--- src/rtl/serial_sub_pkg.sv ---
// Shared constants and FSM encoding for the bit-serial subtractor.
package serial_sub_pkg;

    localparam int unsigned DEFAULT_WIDTH = 8;

    typedef enum logic [1:0] {
        IDLE  = 2'b00,
        SHIFT = 2'b01,
        DONE  = 2'b10
    } state_e;

endpackage

--- src/rtl/full_subtractor.sv ---
// One-bit full subtractor built from two half subtractors and an OR of their borrows.
module full_subtractor (
    input  logic A,
    input  logic B,
    input  logic Bin,
    output logic Diff,
    output logic Borrow
);

    logic d1;
    logic bo1;
    logic bo2;

    half_subtractor u_hs_ab (
        .A      (A),
        .B      (B),
        .Diff   (d1),
        .Borrow (bo1)
    );

    half_subtractor u_hs_bin (
        .A      (d1),
        .B      (Bin),
        .Diff   (Diff),
        .Borrow (bo2)
    );

    assign Borrow = bo1 | bo2;

endmodule

--- src/rtl/half_subtractor.sv ---
// One-bit half subtractor: Diff = A - B, Borrow when B exceeds A.
module half_subtractor (
    input  logic A,
    input  logic B,
    output logic Diff,
    output logic Borrow
);

    assign Diff   = A ^ B;
    assign Borrow = ~A & B;

endmodule

--- src/rtl/serial_subtractor.sv ---
// Bit-serial subtractor: computes a - b - bin LSB-first, one bit per clock.
module serial_subtractor
    import serial_sub_pkg::*;
#(
    parameter int unsigned WIDTH = DEFAULT_WIDTH
) (
    input  logic             clk,
    input  logic             rst_n,
    input  logic             start,
    input  logic [WIDTH-1:0] a,
    input  logic [WIDTH-1:0] b,
    input  logic             bin,
    output logic             busy,
    output logic             done,
    output logic [WIDTH-1:0] diff,
    output logic             bout
);

    localparam int unsigned CNT_W = $clog2(WIDTH);
    localparam logic [CNT_W-1:0] LAST_BIT = CNT_W'(WIDTH - 1);

    state_e           state_q, state_d;
    logic [WIDTH-1:0] a_q, a_d;
    logic [WIDTH-1:0] b_q, b_d;
    logic [WIDTH-1:0] res_q, res_d;
    logic [WIDTH-1:0] diff_q, diff_d;
    logic [CNT_W-1:0] cnt_q, cnt_d;
    logic             br_q, br_d;
    logic             bout_q, bout_d;
    logic             busy_q;
    logic             done_q;
    logic             fs_diff;
    logic             fs_borrow;

    full_subtractor u_fs (
        .A      (a_q[0]),
        .B      (b_q[0]),
        .Bin    (br_q),
        .Diff   (fs_diff),
        .Borrow (fs_borrow)
    );

    // Next-state: load on accept, shift one bit per SHIFT cycle, publish on last bit.
    always_comb begin
        state_d = state_q;
        a_d     = a_q;
        b_d     = b_q;
        res_d   = res_q;
        diff_d  = diff_q;
        cnt_d   = cnt_q;
        br_d    = br_q;
        bout_d  = bout_q;
        case (state_q)
            IDLE: begin
                if (start) begin
                    a_d     = a;
                    b_d     = b;
                    br_d    = bin;
                    cnt_d   = '0;
                    state_d = SHIFT;
                end
            end
            SHIFT: begin
                res_d = {fs_diff, res_q[WIDTH-1:1]};
                a_d   = {1'b0, a_q[WIDTH-1:1]};
                b_d   = {1'b0, b_q[WIDTH-1:1]};
                br_d  = fs_borrow;
                // Counter holds on the final bit so it never wraps.
                if (cnt_q == LAST_BIT) begin
                    diff_d  = res_d;
                    bout_d  = fs_borrow;
                    state_d = DONE;
                end else begin
                    cnt_d = cnt_q + CNT_W'(1);
                end
            end
            DONE:    state_d = IDLE;
            default: state_d = IDLE;
        endcase
    end

    always_ff @(posedge clk or negedge rst_n) begin
        if (!rst_n) begin
            state_q <= IDLE;
            a_q     <= '0;
            b_q     <= '0;
            res_q   <= '0;
            diff_q  <= '0;
            cnt_q   <= '0;
            br_q    <= 1'b0;
            bout_q  <= 1'b0;
            busy_q  <= 1'b0;
            done_q  <= 1'b0;
        end else begin
            state_q <= state_d;
            a_q     <= a_d;
            b_q     <= b_d;
            res_q   <= res_d;
            diff_q  <= diff_d;
            cnt_q   <= cnt_d;
            br_q    <= br_d;
            bout_q  <= bout_d;
            busy_q  <= (state_d != IDLE);
            done_q  <= (state_d == DONE);
        end
    end

    assign busy = busy_q;
    assign done = done_q;
    assign diff = diff_q;
    assign bout = bout_q;

endmodule
--- config.mk ---
export PLATFORM = sky130hd
export DESIGN_NAME = serial_subtractor
export DESIGN_NICKNAME = d
export VERILOG_FILES = /design/src/rtl/serial_sub_pkg.sv /design/src/rtl/full_subtractor.sv /design/src/rtl/half_subtractor.sv /design/src/rtl/serial_subtractor.sv
export SDC_FILE = /design/constraint.sdc
export NUM_CORES = 1
export LEC_CHECK = 0
export ABC_AREA = 1
export CAP_MARGIN = 10
export CORE_ASPECT_RATIO = 0.8
export CORE_MARGIN = 2
export CORE_UTILIZATION = 40
export DETAILED_ROUTE_END_ITERATION = 16
export GPL_TIMING_DRIVEN = 0
export PLACE_DENSITY = 0.61
export SLEW_MARGIN = 20
export SYNTH_ARGS = -nofsm -noshare
export SYNTH_HDL_FRONTEND = slang
export SYNTH_HIERARCHICAL = 1
export SYNTH_SLANG_ARGS = --single-unit
--- constraint.sdc ---
create_clock -name clk -period 1.2 [get_ports clk]
set_input_delay 0.24 -clock clk [delete_from_list [all_inputs] [get_ports clk]]
set_output_delay 0.24 -clock clk [all_outputs]
set_load 0.05 [all_outputs]
# Word level (Yosys, flattened, before mapping)
# Cells that the tools add are included.
[classes] addsub=1 n_eq_ne=5 muxes=12 bitwise_logic=7 reduce_logical=6
[op_table] operator="8-bit case mux with 2 select lines" n=2
[op_table] operator="8-bit two-way mux" n=2
[op_table] operator="3-bit two-way mux" n=2
[op_table] operator="3-bit case mux with 2 select lines" n=1
[op_table] operator="2-bit two-way mux" n=2
[op_table] operator="2-bit != test (second input constant)" n=2
[op_table] operator="2-bit case mux with 2 select lines" n=1
[op_table] operator="2-bit AND reduction" n=2
[op_table] operator="2-bit nonzero test" n=2
[op_table] operator="3-bit by 1-bit adder with 3-bit output (second input constant)" n=1
[op_table] operator="3-bit equality test (second input constant)" n=1
[op_table] operator="3-bit AND reduction" n=1
[op_table] operator="1-bit AND" n=2
[op_table] operator="2-bit by 1-bit equality test with 1-bit output (second input constant)" n=1
[op_table] operator="2-bit equality test (second input constant)" n=1
[op_table] operator="2-bit logical NOT" n=1
[op_table] operator="1-bit inverter" n=2
[op_table] operator="1-bit case mux with 2 select lines" n=1
[op_table] operator="1-bit bitwise XOR" n=2
[op_table] operator="1-bit two-way mux" n=1
[op_table] operator="1-bit bitwise OR" n=1
[totals] regBits=41 inputBits=20 out_inout_bits=11 word_cells=41

# Depth between registers and ports, before layout
[depth] ltp_word=5 depth_mapped=11 ltp_nobuf=11

# Hierarchy
# The synthesis kept the hierarchy.
[modules_own_cells] mod="serial_subtractor" instances=1 cells_each=215 area_per_inst_um2=1801.7 seq_area_each_um2=1001.0
[modules_own_cells] mod="half_subtractor" instances=2 cells_each=3 area_per_inst_um2=20.0 seq_area_each_um2=0.0
[modules_own_cells] mod="full_subtractor" instances=1 cells_each=3 area_per_inst_um2=11.3 seq_area_each_um2=0.0

# Worst setup path after synthesis
# OpenSTA, ideal clock, no wires.
[synth_timing] kind="flip-flop to flip-flop" start="register a_q[0]" end="register br_q" setup_ns=0.117 t_arrival_ns=1.171 required_time_ns=1.083 slack_ns=-0.087 path_stages_with_launch=12 path_buffers=0 period_less_slack_ns=1.287 cell_sequence="dfrtp_1 inv_1 ha_1 inv_1 inv_1 ha_1 inv_1 nand2_1 nand3_1 nand2_1 nand2_1 nand2_1"
[synth_via] elab_chain_cells=5 elab_cells_between_ends=7 classes_between="1 x mux; 6 x bitwise"
[synth_rtl] item="start, declared" line_no="serial_subtractor.sv:23" text="logic [WIDTH-1:0] a_q, a_d;"
[synth_rtl] item="start signal, assigned" line_no="serial_subtractor.sv:85" text="a_q <= '0;"
[synth_rtl] item="start signal, assigned" line_no="serial_subtractor.sv:96" text="a_q <= a_d;"
[synth_rtl] item="1-bit bitwise XOR" line_no="half_subtractor.sv:9" text="assign Diff = A ^ B;"
[synth_rtl] item="via u_fs.d1" line_no="full_subtractor.sv:10" text="logic d1;"
[synth_rtl] item="1-bit inverter" line_no="half_subtractor.sv:10" text="assign Borrow = ~A & B;"
[synth_rtl] item="1-bit AND" line_no="half_subtractor.sv:10"
[synth_rtl] item="via u_fs.bo2" line_no="full_subtractor.sv:12" text="logic bo2;"
[synth_rtl] item="1-bit bitwise OR" line_no="full_subtractor.sv:28" text="assign Borrow = bo1 | bo2;"
[synth_rtl] item="via fs_borrow" line_no="serial_subtractor.sv:33" text="logic fs_borrow;"
[synth_rtl] item="1-bit case mux with 2 select lines" line_no="serial_subtractor.sv:53" text="case (state_q)"
[synth_rtl] item="end signal, assigned" line_no="serial_subtractor.sv:101" text="br_q <= br_d;"
[synth_rtl] item="end, declared" line_no="serial_subtractor.sv:28" text="logic br_q, br_d;"
# The timed path passes the listed nets, and every way through them passes these cells.
# A chain may end at the register's enable or synchronous reset.

# Final worst setup path
[layout_timing] start="register state_q[1]" end="register res_q[1]"
[layout_via] elab_chain_cells=1
[layout_rtl] item="start, declared" line_no="serial_subtractor.sv:22" text="state_e state_q, state_d;"
[layout_rtl] item="start signal, assigned" line_no="serial_subtractor.sv:95" text="state_q <= state_d;"
[layout_rtl] item="2-bit by 1-bit equality test with 1-bit output" line_no="serial_subtractor.sv:53"
[layout_rtl] item="end signal, assigned" line_no="serial_subtractor.sv:98" text="res_q <= res_d;"
[layout_rtl] item="end, declared" line_no="serial_subtractor.sv:25" text="logic [WIDTH-1:0] res_q, res_d;"
# No other way between the ends.

==> flow_metrics.env <==
export IMPL_post_place_ws_ns=-0.368
export IMPL_slowest_stage="dfrtp_1"
export IMPL_io_pins=31
export IMPL_initial_utilization_pct=41.0
export IMPL_syn_to_final_growth_pct=44.8
export IMPL_hold_viol=0
export IMPL_syn_avg_cell_area_um2=8.27
export IMPL_antennaDiodeCount=0
export IMPL_nets=301
export IMPL_grt_pass1_wl_um=6980
export IMPL_fmax_mhz=753
export IMPL_post_dp_hpwl_um=2670
export IMPL_placement_io_buffers=30
export IMPL_fill_cells=426
export IMPL_yosysSeqAreaShare_pct=54.0
export IMPL_core_mm2=0.00451
export IMPL_fin_util_pct=59.5
export IMPL_skew_ns=0.00957
export IMPL_placedCellCount=315
export IMPL_wirelength_um=4250
export IMPL_synth_area_mm2=0.00185
export IMPL_syn_num_nets=248
export IMPL_grt_max_degree=27
export IMPL_max_slew_margin_pct=75.3
export IMPL_critPathKind="reg -> reg"
export IMPL_timing_rr_start="state_q[1]"
export IMPL_p_per_area_mw_per_mm2=2690
export IMPL_row_count=22
export IMPL_routed_via_density=4.76
export IMPL_violations="negative setup slack"
export IMPL_leakagePower_uw=0.00139
export IMPL_synth_top_area_cell="dfrtp_1"
export IMPL_wl_per_cell_um=12.6
export IMPL_end_kind="register"
export IMPL_max_stage_delay_ns=0.40
export IMPL_fin_cells=338
export IMPL_synthCells=224
export IMPL_cts_sinks=40
export IMPL_min_path_type="in -> async"
export IMPL_ir_worst_vdd_uv=1230
export IMPL_root_buffer="clkbuf_8"
export IMPL_clk_path_buf_depth=2
export IMPL_layout_min_cycle_time_ns=1.33
export IMPL_fp_dieArea_mm2=0.00520
export IMPL_layout_drive_gt1_share_pct=33.5
export IMPL_rsz0062_at_grt="yes"
export IMPL_status="complete, but fails checks"
export IMPL_reg2reg_depth=8
export IMPL_setup_viol=17
export IMPL_reg2reg_slack_ns=-0.13
export IMPL_crit_required_ns=1.39
export IMPL_timing_final_crit_share_pct=111
export IMPL_synth_warnings=6
export IMPL_fp_dieW_um=80.1
export IMPL_grt_usage_pct=17.8
export IMPL_critical_path_arrival_ns=1.52
export IMPL_crit_path_end="res_q[1]"
export IMPL_cp_start_kind="register"
export IMPL_first_iter_violations=83
export IMPL_cts_buffers=5
export IMPL_drtPass1Iterations=4
export IMPL_vias=1609
export IMPL_yosysTopAreaCellShare_pct=54.0
export IMPL_synthDistinctLibCells=14
export IMPL_die_y_um=64.9
export IMPL_tritoncts="yes"
export IMPL_crit_fanout=5
export IMPL_drcViolationCount=0
export IMPL_holdWs_ns=0.393
export IMPL_tightest_slew_ns=0.370
export IMPL_worstSetupStartpoint="state_q[1]"
export IMPL_clk_pin_slew_ns=0.08
export IMPL_timing_final_ws_setup_ns=-0.128
export IMPL_clock_latency_ns=0.30
export IMPL_antenna_found_initial=0
export IMPL_ant_nets=0
export IMPL_worstPathCellList="inv_2 > nand2_8 > buf_6 > buf_8 > buf_8 > buf_6 > nand2_2 > o21ai_1"
export IMPL_grt_pass1_vias=1498
export IMPL_netlist_top_cells_area="dfrtp_1 (54%), nand2_1 (18%), nand3_1 (9.7%), inv_1 (3.8%), ha_1 (2.7%)"
export IMPL_htree_levels=2
export IMPL_drv_cap=0
export IMPL_setup_tns_ns=-1.25
export IMPL_gp_congestion=0.813
export IMPL_r2r_end="res_q[1]"
export IMPL_grt_overflow=0
export IMPL_synth_ff_latch_count=40
export IMPL_drv_slew=0
## metal layers
metal	track usage, %	up-vias	share of wire [%]
li1	-	814	-
met1	24.4	766	48
met2	26.3	22	46
met3	4.04	7	3.1
met4	9.53	0	2.3
met5	0	-	0
## placed cells by master, fill, tap and decap left out
| cell type | instances |
|---|---|
| o21ai_1 | 9 |
| dlygate4sd3_1 | 1 |
| inv_2 | 7 |
| ha_1 | 1 |
| nand2_8 | 3 |
| nand2_1 | 64 |
| ha_4 | 2 |
| nand3_2 | 2 |
| inv_1 | 13 |
| buf_8 | 4 |
| clkbuf_4 | 5 |
| nand3_1 | 34 |
| clkdlybuf4s50_1 | 18 |
| nand2_4 | 6 |
| nand4_1 | 3 |
| ha_2 | 1 |
| dfrtp_1 | 40 |
| buf_6 | 11 |
| buf_12 | 2 |
| o21ai_2 | 5 |
| nor2_2 | 1 |
| buf_4 | 10 |
| clkbuf_8 | 6 |
| buf_2 | 7 |
| clkbuf_1 | 2 |
| nand2_2 | 21 |
## critical path, delay by kind of cell, from the launching register on
family          cells  cell delay (ns)
compound gates      1             0.06
buf+inv             5             0.63
simple gates        2             0.12
flops               1             0.40
## cell usage after synthesis
master and number:
o21ai_0 7, nand3_1 36, nor2_1 1, ha_1 4, buf_2 4, nand2_2 4, nand2_1 90, inv_2 1
inv_1 19, buf_4 5, buf_6 3, dfrtp_1 40, o21ai_1 7, nand4_1 3
## where the power goes
part	switching [µW]	total (µW)	internal, µW
sequential	344	2280	1930
combinational	2340	4010	1670
clock	458	927	469
total	3140	7210	4070
## how the worst min path moves through the flow
| stage | start | end | slack, ns | cells past startpoint |
|---|---|---|---|---|
| 3_3_place_gp | res_q[1] | diff[0] | 0.45 | 2 |
| 3_5_place_dp | rst_n | diff[5] | 0.17 | 1 |
| 2_1_floorplan | rst_n | a_q[0] | -0.06 | 0 |
| 4_1_cts | rst_n | diff[5] | 0.38 | 2 |
| 5_1_grt | rst_n | diff[5] | 0.43 | 2 |
| 6_report | rst_n | b_q[1] | 0.39 | 2 |
## sequential cells by signal, summed over array words and instances (netlist names)
register and count:
a_q 8, b_q 8, diff 8, res_q 7, cnt_q 3, state_q 2, bout 1, br_q 1
busy 1, done 1
## what timing repair did
| action | 4_1_cts | 5_1_grt |
|---|---|---|
| hold buffers | 1 | 0 |
| setup endpoints to repair | 43 | 30 |
| endpoints found under the hold margin | 14 | 0 |
| gates cloned | 1 | 0 |
| setup buffers | 5 | 8 |
| gates resized for setup | 65 | 78 |
| pin swaps | 3 | 11 |
## area by class of cell
| class | instances | area [µm²] | share of cell area (%) |
|---|---|---|---|
| well taps | 60 | 75.1 | 2.80 |
| inverters | 20 | 75.1 | 2.80 |
| repair buffers | 46 | 433 | 16.1 |
| clock buffers | 8 | 90.1 | 3.36 |
| flip-flops and latches | 40 | 1000 | 37.3 |
| plain buffers | 12 | 129 | 4.80 |
| multi-input cells | 152 | 881 | 32.8 |
## cell families after synthesis
logic type                 after synthesis  share of synthesized area [%]
and+or+nand+nor                        134                           30.5
buffers and inverters                   32                           8.98
AOI/OAI and AO/OA                       14                           3.78
adders and majority gates                4                           2.70
DFF                                     40                           54.0
## stage by stage
| stage | total power [µW] | cell area, µm² |
|---|---|---|
| CTS | 6450 | 2400 |
| finish | 7210 | 2680 |
| global placement | 5360 | 2240 |
| floorplan | 4540 | 1870 |
| global route | 7830 | 2680 |
| detailed placement | 5410 | 2260 |
Note: power is estimated with default switching activity, not from simulation.
==> patch, RTL diff (config.mk and constraints unchanged) <==
Reset style: synchronous (`rst_n`), changed in one clocked block.
--- a/src/rtl/serial_subtractor.sv
+++ b/src/rtl/serial_subtractor.sv
@@ -79,7 +79,7 @@
         endcase
     end
 
-    always_ff @(posedge clk or negedge rst_n) begin
+    always_ff @(posedge clk) begin
         if (!rst_n) begin
             state_q <= IDLE;
             a_q     <= '0;
Function: differs if rst_n is asserted again (counterexample within 4 cycles, from zero or initial values and one cycle with rst_n low); with rst_n held inactive, the same outputs for 10 cycles.
==> patch against the unedited design <==
- the flow still finishes with violations (negative setup slack)
- first-iteration DRC count decreased by 33%
- synthesized cell count increased by 13%
- sequential cell count is the same
- worst setup slack better by 0.059 ns
- utilization is 2.5 points lower
- critical path depth grew 3
- wire length increased by 0.68%
- synthesized area decreased by 0.88%
- design area is 4.2% lower
- non-clock buffer count decreased by 5
Power is not compared: it rests on default switching activity, and its combinational part moved more than twofold at a synthesized area within 25%.
==> patch: results (changes against the unedited design) <==
- Synth top area cells: dfxtp_1 (44%), inv_1 (10%), nor2_1 (7.8%)
- Setup ws final: -0.0691 ns (+0.0592 ns)
- Post-synth cell types: 19 (+5)
- Final setup viols: 10 (-7)
- Net Count, Synth: 276 (+11%)
- CP Class: flop to flop
- Resized cells post-CTS: 91 (+40%)
- P_leak: 0.00118 uW
- Vias post-DR: 1,684 (+4.7%)
- Met2 wire length: 2010 um (+2.0%)
- Post-synth top cells: inv_1 (51), dfxtp_1 (40), nor2_1 (38), nand2_1 (29), nand3_1 (28)
- GR Util met2: 0.280 (+0.0180)
- Total track usage: 0.169 (-0.00877)
- WL per Instance: 11.7 um (-6.5%)
- Place WS: -0.445 ns (-0.0769 ns)
- Reg area: 813 um^2 (-19%)
- Setup Fix Bufs, Post-CTS: 9 (+4)
- First-pass GRT wire length: 6850 um (-1.9%)
- Met1 Use GR: 0.220 (-0.0234)
- Met3 wire len: 220 um (+68%)
- WL final: 4280 um (+0.68%)
- CTS root buffer: clkbuf_8
- Status: finished with violations
- Violated checks: negative setup slack
- Worst R2R Path Depth: 11 (+3)
- Final Hold Slack: 0.460 ns (+0.0666 ns)
- Layout cells sized above 1: 0.303 (-0.0319)
- Clock Skews: 0.00346 ns (-0.00611 ns)
- RD Place Congestion: 0.705 (-13%)
- Met1 wire length: 2010 um (-2.0%)
- Setup TNS: -0.289 ns (+0.957 ns)
- Crit-path max FO: 2 (-3)
- Critical path data arrival time: 1.45 ns (-0.07 ns)
- 1st-pass router iterations: 4 (unchanged)
- Ys async rst share: 0 (-1.00)
- Reg2Reg Launch Point: a_q[0]$_SDFFE_PN0P_
- Slew @ Worst Pin: 0.256 ns (-0.114 ns)
- Largest net degree at the start of global routing: 14 (-48%)
- CP max stage cell: dfxtp_2
- DP Cell Count: 342 (+8.6%)
- Final #Nets: 327 (+8.6%)
- Top routing layer used: met4
- Fillers: 467 (+9.6%)
- Iteration-0 DRC Markers: 56 (-33%)
- Biggest area consumer among synthesized cells: dfxtp_1
- Port Buffers: 30 (unchanged)
- Syn avg cell area: 7.29 um^2 (-12%)
- Worst hold path type: flop to flop
- Largest stage delay, worst path: 0.34 ns (-0.06 ns)
- Hpwl dp: 2670 um (about the same)
- Vias in the first global route: 1,522 (+1.6%)
- Placed cell areas: 0.00223 mm^2 (-1.1%)
- Proportion of synthesized chip area in sequential cells: 0.436 (-0.104)
==> patch: cell types whose count changed in the layout (fill, tap and decap cells not counted), moves of 6 or more <==
cell,unedited run,this run
a21oi_1,0,13
a21oi_2,0,9
buf_2,7,14
buf_6,11,5
dfrtp_1,40,0
dfxtp_1,0,34
inv_1,13,42
nand2_1,64,22
nand2_2,21,6
nand3_1,34,26
nor2_1,0,37
o21ai_0,0,10
==> patch: power by group through the flow <==
stage	Combinational, uW	Clock [uW]	Sequential [uW]
after floorplan	284	0	1480
after global placement	427	0	1470
after detailed placement	430	0	1480
after CTS	478	1120	1450
after global routing	602	1190	1460
final	538	1100	1450
==> patch: path summary, 6_finish.rpt <==
path	to
hold reg to reg	cnt_q[0]$_SDFFE_PN0P_
setup reg to reg	br_q$_SDFFE_PN0P_
setup / recovery	br_q$_SDFFE_PN0P_
hold / removal	cnt_q[0]$_SDFFE_PN0P_
==> patch: area by class of cell <==
class | count | share of cell area
multi-input combinational | 151 | 0.351
sequential | 40 | 0.316
timing repair buffer | 43 | 0.144
inverter | 52 | 0.0793
buffer | 10 | 0.0370
tap | 60 | 0.0292
clock buffer | 5 | 0.0268
clock inverter | 3 | 0.0165
==> patch: kinds of logic after synthesis <==
group | Yosys count | share of synthesized area
AND/OR/NAND/NOR | 100 | 0.253
flip-flops | 40 | 0.436
adder cells (fa/ha/maj) | 4 | 0.0272
AO/OA/AOI/OAI | 46 | 0.136
buffers and inverters | 62 | 0.148
==> patch: worst max-delay path: cells and delay by family (launching register included) <==
kind	cells	cell delay [ns]
adder cells (fa/ha/maj)	2	0.34
AO/OA/AOI/OAI	1	0.05
AND/OR/NAND/NOR	3	0.17
buffers and inverters	5	0.23
flip-flops	1	0.34
